[src/rtl/tile_power_pkg.sv]
// Shared types and helpers for the tile power governor: FSM states, widths,
// level-to-frequency mapping and a saturating counter increment.
package tile_power_pkg;

  localparam int POWER_W = 17;
  localparam int LEVEL_W = 4;

  typedef enum logic [2:0] {
    ST_IDLE,
    ST_SAMPLE,
    ST_DECIDE,
    ST_REQUEST,
    ST_SETTLE
  } gov_state_e;

  function automatic logic [15:0] level_to_mhz(input logic [LEVEL_W-1:0] level,
                                               input int fmin, input int fstep);
    return 16'(fmin + int'(level) * fstep);
  endfunction

  function automatic logic [15:0] sat_inc16(input logic [15:0] v);
    return (v == 16'hFFFF) ? v : v + 16'd1;
  endfunction

endpackage

[src/rtl/tile_power_governor_averager.sv]
// Fixed-window power averager: sums dynamic+leakage over 2^WINDOW_LOG2 samples,
// pulses done on the last sample and latches the truncated average.
module power_window_averager
  import tile_power_pkg::*;
#(
  parameter int WINDOW_LOG2 = 4
) (
  input  logic               clk,
  input  logic               reset,
  input  logic               clear,
  input  logic               acc_en,
  input  logic [15:0]        dynamic_power_mw,
  input  logic [15:0]        leakage_power_mw,
  output logic               done,
  output logic [POWER_W-1:0] avg_mw
);

  localparam int ACC_W = POWER_W + WINDOW_LOG2;

  logic [POWER_W-1:0]     sample;
  logic [ACC_W-1:0]       acc;
  logic [ACC_W-1:0]       acc_sum;
  logic [WINDOW_LOG2-1:0] cnt;

  assign sample  = {1'b0, dynamic_power_mw} + {1'b0, leakage_power_mw};
  assign acc_sum = acc + ACC_W'(sample);
  assign done    = acc_en && (cnt == '1);

  always_ff @(posedge clk) begin
    if (reset) begin
      acc    <= '0;
      cnt    <= '0;
      avg_mw <= '0;
    end else if (clear) begin
      acc <= '0;
      cnt <= '0;
    end else if (acc_en) begin
      cnt <= cnt + 1'b1;
      if (done) begin
        acc    <= '0;
        avg_mw <= POWER_W'(acc_sum >> WINDOW_LOG2);
      end else begin
        acc <= acc_sum;
      end
    end
  end

endmodule

[src/rtl/tile_power_governor.sv]
// Closed-loop DVFS governor for one tile. Optional macro
// TILE_GOV_EMERGENCY_THROTTLE_EN adds a single-sample drop-to-level-0 path.
//   state      | meaning
//   ST_IDLE    | governor disabled, holding current level
//   ST_SAMPLE  | accumulating one averaging window
//   ST_DECIDE  | compare window average with budget and hysteresis band
//   ST_REQUEST | new frequency offered, waiting for freq_req_ready
//   ST_SETTLE  | ignoring power while the new frequency settles
module tile_power_governor
  import tile_power_pkg::*;
#(
  parameter int WINDOW_LOG2   = 4,
  parameter int NUM_LEVELS    = 8,
  parameter int FMIN_MHZ      = 200,
  parameter int FSTEP_MHZ     = 100,
  parameter int INIT_LEVEL    = 7,
  parameter int HYST_MW       = 50,
  parameter int SETTLE_CYCLES = 32
) (
  input  logic               clk,
  input  logic               reset,
  input  logic               enable,
  input  logic [15:0]        power_budget_mw,
  input  logic [15:0]        dynamic_power_mw,
  input  logic [15:0]        leakage_power_mw,
  output logic               freq_req_valid,
  input  logic               freq_req_ready,
  output logic [15:0]        freq_req_mhz,
  output logic [15:0]        current_freq_mhz,
  output logic [LEVEL_W-1:0] current_level,
  output logic [POWER_W-1:0] avg_power_mw,
  output logic               throttled,
  output logic [15:0]        over_budget_count
);

  localparam int                 SETTLE_W = $clog2(SETTLE_CYCLES + 1);
  localparam logic [LEVEL_W-1:0] INIT_LVL = LEVEL_W'(INIT_LEVEL);
  localparam logic [LEVEL_W-1:0] MAX_LVL  = LEVEL_W'(NUM_LEVELS - 1);

  gov_state_e          state, state_nxt;
  logic [LEVEL_W-1:0]  level, level_nxt, target, target_nxt;
  logic [SETTLE_W-1:0] settle_cnt, settle_nxt;
  logic [15:0]         obc, obc_nxt;
  logic                win_clear, win_acc, win_done;
  logic                emergency, over_budget, under_band;

  power_window_averager #(.WINDOW_LOG2(WINDOW_LOG2)) u_avg (
    .clk              (clk),
    .reset            (reset),
    .clear            (win_clear),
    .acc_en           (win_acc),
    .dynamic_power_mw (dynamic_power_mw),
    .leakage_power_mw (leakage_power_mw),
    .done             (win_done),
    .avg_mw           (avg_power_mw)
  );

`ifdef TILE_GOV_EMERGENCY_THROTTLE_EN
  logic [POWER_W-1:0] spike;
  assign spike     = {1'b0, dynamic_power_mw} + {1'b0, leakage_power_mw};
  assign emergency = ((state == ST_SAMPLE) || (state == ST_SETTLE)) &&
                     (spike > {power_budget_mw, 1'b0});
`else
  assign emergency = 1'b0;
`endif

  // Signed band: a budget below HYST_MW makes the threshold negative, so no step-up.
  assign over_budget = avg_power_mw > {1'b0, power_budget_mw};
  assign under_band  = int'(avg_power_mw) < (int'(power_budget_mw) - HYST_MW);

  always_ff @(posedge clk) begin
    if (reset) begin
      state      <= ST_IDLE;
      level      <= INIT_LVL;
      target     <= INIT_LVL;
      settle_cnt <= '0;
      obc        <= '0;
    end else begin
      state      <= state_nxt;
      level      <= level_nxt;
      target     <= target_nxt;
      settle_cnt <= settle_nxt;
      obc        <= obc_nxt;
    end
  end

  always_comb begin
    state_nxt  = state;
    level_nxt  = level;
    target_nxt = target;
    settle_nxt = settle_cnt;
    obc_nxt    = obc;
    win_clear  = (state != ST_SAMPLE);
    win_acc    = (state == ST_SAMPLE) && enable;
    case (state)
      ST_IDLE: if (enable) state_nxt = ST_SAMPLE;
      ST_SAMPLE, ST_SETTLE: begin
        if (!enable) begin
          state_nxt = ST_IDLE;
        end else if (emergency) begin
          win_clear = 1'b1;
          win_acc   = 1'b0;
          obc_nxt   = sat_inc16(obc);
          if (level != '0) begin
            target_nxt = '0;
            state_nxt  = ST_REQUEST;
          end else begin
            state_nxt = ST_SAMPLE;
          end
        end else if (state == ST_SAMPLE) begin
          if (win_done) state_nxt = ST_DECIDE;
        end else if (settle_cnt == '0) begin
          state_nxt = ST_SAMPLE;
        end else begin
          settle_nxt = settle_cnt - 1'b1;
        end
      end
      ST_DECIDE: begin
        if (!enable) begin
          state_nxt = ST_IDLE;
        end else if (over_budget) begin
          obc_nxt = sat_inc16(obc);
          if (level != '0) begin
            target_nxt = level - 1'b1;
            state_nxt  = ST_REQUEST;
          end else begin
            state_nxt = ST_SAMPLE;
          end
        end else if (under_band && (level < MAX_LVL)) begin
          target_nxt = level + 1'b1;
          state_nxt  = ST_REQUEST;
        end else begin
          state_nxt = ST_SAMPLE;
        end
      end
      // An offered request is never withdrawn; enable only matters after acceptance.
      ST_REQUEST: begin
        if (freq_req_ready) begin
          level_nxt  = target;
          settle_nxt = SETTLE_W'(SETTLE_CYCLES);
          state_nxt  = enable ? ST_SETTLE : ST_IDLE;
        end
      end
      default: state_nxt = ST_IDLE;
    endcase
  end

  assign freq_req_valid    = (state == ST_REQUEST);
  assign current_freq_mhz  = level_to_mhz(level, FMIN_MHZ, FSTEP_MHZ);
  assign freq_req_mhz      = freq_req_valid ? level_to_mhz(target, FMIN_MHZ, FSTEP_MHZ)
                                            : current_freq_mhz;
  assign current_level     = level;
  assign throttled         = (level < INIT_LVL);
  assign over_budget_count = obc;

endmodule

[config.mk]
export PLATFORM = sky130hd
export DESIGN_NAME = tile_power_governor
export DESIGN_NICKNAME = d
export VERILOG_FILES = /design/src/rtl/tile_power_pkg.sv /design/src/rtl/tile_power_governor_averager.sv /design/src/rtl/tile_power_governor.sv
export SDC_FILE = /design/constraint.sdc
export NUM_CORES = 1
export LEC_CHECK = 0
export ABC_CLOCK_PERIOD_IN_PS = 4710
export CAP_MARGIN = 40
export CORE_MARGIN = 5
export CORE_UTILIZATION = 30
export DETAILED_ROUTE_END_ITERATION = 16
export GPL_TIMING_DRIVEN = 0
export PLACE_DENSITY_LB_ADDON = 0.12
export SYNTH_ARGS = -nofsm -noshare
export SYNTH_HDL_FRONTEND = slang
export SYNTH_HIERARCHICAL = 1
export SYNTH_SLANG_ARGS = --single-unit
[constraint.sdc]
create_clock -name clk -period 4.71 [get_ports clk]
set_input_delay 0.7065 -clock clk [delete_from_list [all_inputs] [get_ports clk]]
set_output_delay 0.7065 -clock clk [all_outputs]
set_load 0.1 [all_outputs]
==> impl_metrics.csv <==
group,metric,value,unit
run_status,outcome,"complete, no violations",
yosys,synth-seq-cells,75,
routing,highest_layer,"met4",
hold_path,min_path_type,"reg -> reg",
setup_path,crit_fanout,6,
finish,area_growth,44.04,%
timing,period_needed,4.413,ns
pwr,switching_share,33.43,%
finish,stdcell_area,0.009233,mm²
pwr,p_per_area,193.5,mW/mm²
setup_path,cp_slowest_cell,"clkdlybuf4s50_1",
clocking,cts_sinks,75,
yosys,synth_top_area_cell,"dfxtp_1",
finish,drive_above_1_share,14.55,%
clocking,cts_max_path_buffers,2,
hold_path,worstHoldStart,"u_avg/acc[16]",
timing,finalHoldViolations,0,
yosys,synth_warnings,6,
setup_path,critPathArrivalTime,3.71,ns
routing,drc,0,
yosys,yosysSeqAreaShare,23.42,%
grt,grt_remaining_overflow,0,
timing,whs,0.4792,ns
timing,timing.setup.tns,0,ns
pwr,p_sw,0.5972,mW
timing,worst_pin_slew,0.7029,ns
timing,fin_skew,0.01320,ns
die,core,0.02102,mm²
yosys,synth_cells,766,
yosys,ys_top_cells_by_area,"dfxtp_1 23%, ha_1 15%, fa_1 6.2%",
yosys,synth.most_common_cell,"ha_1",
grt,track_usage,15.36,%
timing,maxSlewHeadroom,52.80,%
routing,drt_iter0_drc,192,
setup_path,r2r_end,"target[3]",
grt,antenna_found_initial,0,
setup_path,reg2reg_depth,14,
setup_path,critPathMaxStageDelay,0.50,ns
die,ios,123,
grt,grt_max_degree,16,
pwr,clkPwrFrac,37.6,%
clocking,path_clk_slew,0.06,ns
hold_path,whs_endpoint,"u_avg/acc[16]",
die,start_util,30.49,%
die,die_w,156.2,µm
clocking,cts_tree,"done",
routing,detail-route-antenna-nets,0,
timing,finalCritPeriodShare,93.70,%
timing,timing.fmax,226.6,MHz
yosys,syn-mean-instance-area,8.368,µm²
hold_path,hold-path-cell-count,2,
timing,drv_slew,0,
placement,hpwl,15.35,mm
finish,n_fill_cell,2064,
setup_path,worstSetupPathType,"reg -> out",
routing,via_per_inst,4.830,
routing,wirelength,18.52,mm
yosys,synth_common_cells,"76 x ha_1, 75 x dfxtp_1, 68 x nand2_1, 65 x a21oi_1, 48 x nor2_1",
grt,grt_pass1_wl,30.64,mm
routing,first_pass_iters,5,
pwr,seqPwrFrac,35.8,%
pwr,p_int,1.189,mW
placement,port_buffers,110,
placement,dp_cells,1221,
timing,setup_viol,0,
routing,wl_met3,636,µm
setup_path,crit_path_start_kind,"register",
finish,fin_cells,1237,
die,dieArea,0.02439,mm²
clocking,clkLatencyLatePin,0.35,ns
clocking,numCtsBuffers,9,
setup_path,r2r_start,"u_avg/avg_mw[6]",
setup_path,end_kind,"output pin",
die,rows,53,
timing,rsz0062_at_grt,"no",
routing,dr_wl_met2,8.889,mm
flow_run,cap_violations,0,
pwr,ir_drop,0.0001627,V
clocking,post-cts-setup-buffers,0,
routing,wl_per_cell,14.97,µm
setup_path,r2r_slack,0.94,ns
placement,place_area,0.008944,mm²
yosys,syn-cell-area,0.006410,mm²
yosys,synthDistinctLibCells,78,
yosys,synth_ff_type,"dfxtp_1",
pwr,combPwrFrac,26.6,%
routing,wl_met1,8.734,mm
routing,num_vias,5975,
finish,fin_nets,1105,
clocking,htreeDepth,3,
clocking,clk_root_buffer_cell,"clkbuf_16",
yosys,synth_top_area_share,23.42,%
finish,num_antenna_cells,0,
yosys,async_flop_share,0,%
setup_path,worstPathRequired,4.00,ns
die,die_y,156.2,µm
placement,place_congestion,0.7856,
grt,grt_pass1_vias,6128,
setup_path,crit_path_cell_trace,"inv_1 -> ha_1 -> ha_1 -> inv_1 -> fa_1 -> nor2b_1 -> nand2_1 -> nor3b_2 -> xor2_4 -> o21a_4 -> clkdlybuf4s50_1 -> buf_8",
yosys,synth_edf_count,0,
pwr,power.static_leakage,3.782,nW
## power by group through the flow
stage | registers (mW) | logic [mW] | clock network, mW
3_3_place_gp | 0.654 | 0.457 | 0
5_1_grt | 0.640 | 0.523 | 0.718
4_1_cts | 0.640 | 0.479 | 0.690
3_5_place_dp | 0.654 | 0.476 | 0
2_1_floorplan | 0.654 | 0.324 | 0
6_report | 0.640 | 0.475 | 0.672
## timing repair
item,CTS,global route
hold buffers,0,0
resized for setup,0,1
setup endpoints to repair,0,1
## cell type report
class / count / area, µm² / area share (%)
plain buffers: 42 / 226.5 / 2.453
well taps: 275 / 344.1 / 3.727
repair buffers: 169 / 2037 / 22.06
flip-flops and latches: 75 / 1508 / 16.33
clock inverters: 7 / 58.81 / 0.6369
multi-input cells: 613 / 4653 / 50.40
inverters: 47 / 180.2 / 1.951
clock buffers: 9 / 225.2 / 2.439
## state kept, by name, indices dropped and copies added, names as in the netlist
register	count
u_avg/acc	21
u_avg/avg_mw	17
over_budget_count	16
settle_cnt	6
current_level	4
target	4
u_avg/cnt	4
state	3
## through the flow
step | total power [mW] | utilization (%) | worst slack, ns
after floorplan | 0.9780 | - | -0.3057
after CTS | 1.808 | 43.90 | 0.06831
final | 1.787 | 43.92 | 0.2969
after global routing | 1.880 | 43.92 | 0.1103
after detailed placement | 1.130 | 42.55 | -0.002202
after global placement | 1.111 | 38.09 | 0.03562
## cells in the final DEF (no fill, tap or decap), types with 19 or more instances in the layout
master / count
a21oi_1: 64
buf_8: 55
clkdlybuf4s50_1: 110
dfxtp_1: 72
fa_1: 20
ha_1: 75
inv_1: 45
nand2_1: 68
nand3_1: 28
nor2_1: 47
nor3_1: 19
o21ai_0: 25
xnor2_1: 32
## cells by family after synthesis
kind of cell,Yosys count,synth area share (%)
AND/OR/NAND/NOR,258,21.02
AO/OA/AOI/OAI,185,19.42
adder cells (fa/ha/maj),96,21.08
buffers and inverters,89,6.285
flip-flops,75,23.42
XOR/XNOR,54,7.378
multiplexers,8,1.327
other,1,0.05850
## worst max path at each step
stage	startpoint	end	cells after the start	slack [ns]
after global placement	power_budget_mw[6]	target[3]	16	0.04
after floorplan	current_level[1]	freq_req_mhz[9]	10	-0.31
final	current_level[0]	freq_req_mhz[10]	12	0.30
after global routing	current_level[0]	freq_req_mhz[10]	12	0.11
after CTS	current_level[0]	freq_req_mhz[10]	12	0.07
after detailed placement	power_budget_mw[6]	target[3]	16	-0.002
## routing by layer
layer / GRT usage, % / up-vias
met5: 0 / -
met4: 3.926 / 0
met3: 2.080 / 16
met2: 26.54 / 105
met1: 20.23 / 2724
li1: - / 3130
## worst max-delay path: cells and delay by family, from the launching register on
kind,cells,cell delay (ns)
adders and majority gates,3,0.99
buffers and inverters,4,0.91
xor gates and xnor gates,1,0.23
DFF,1,0.40
and+or+nand+nor,3,0.68
AOI/OAI and AO/OA,1,0.14
(Power assumes the default switching activity.)
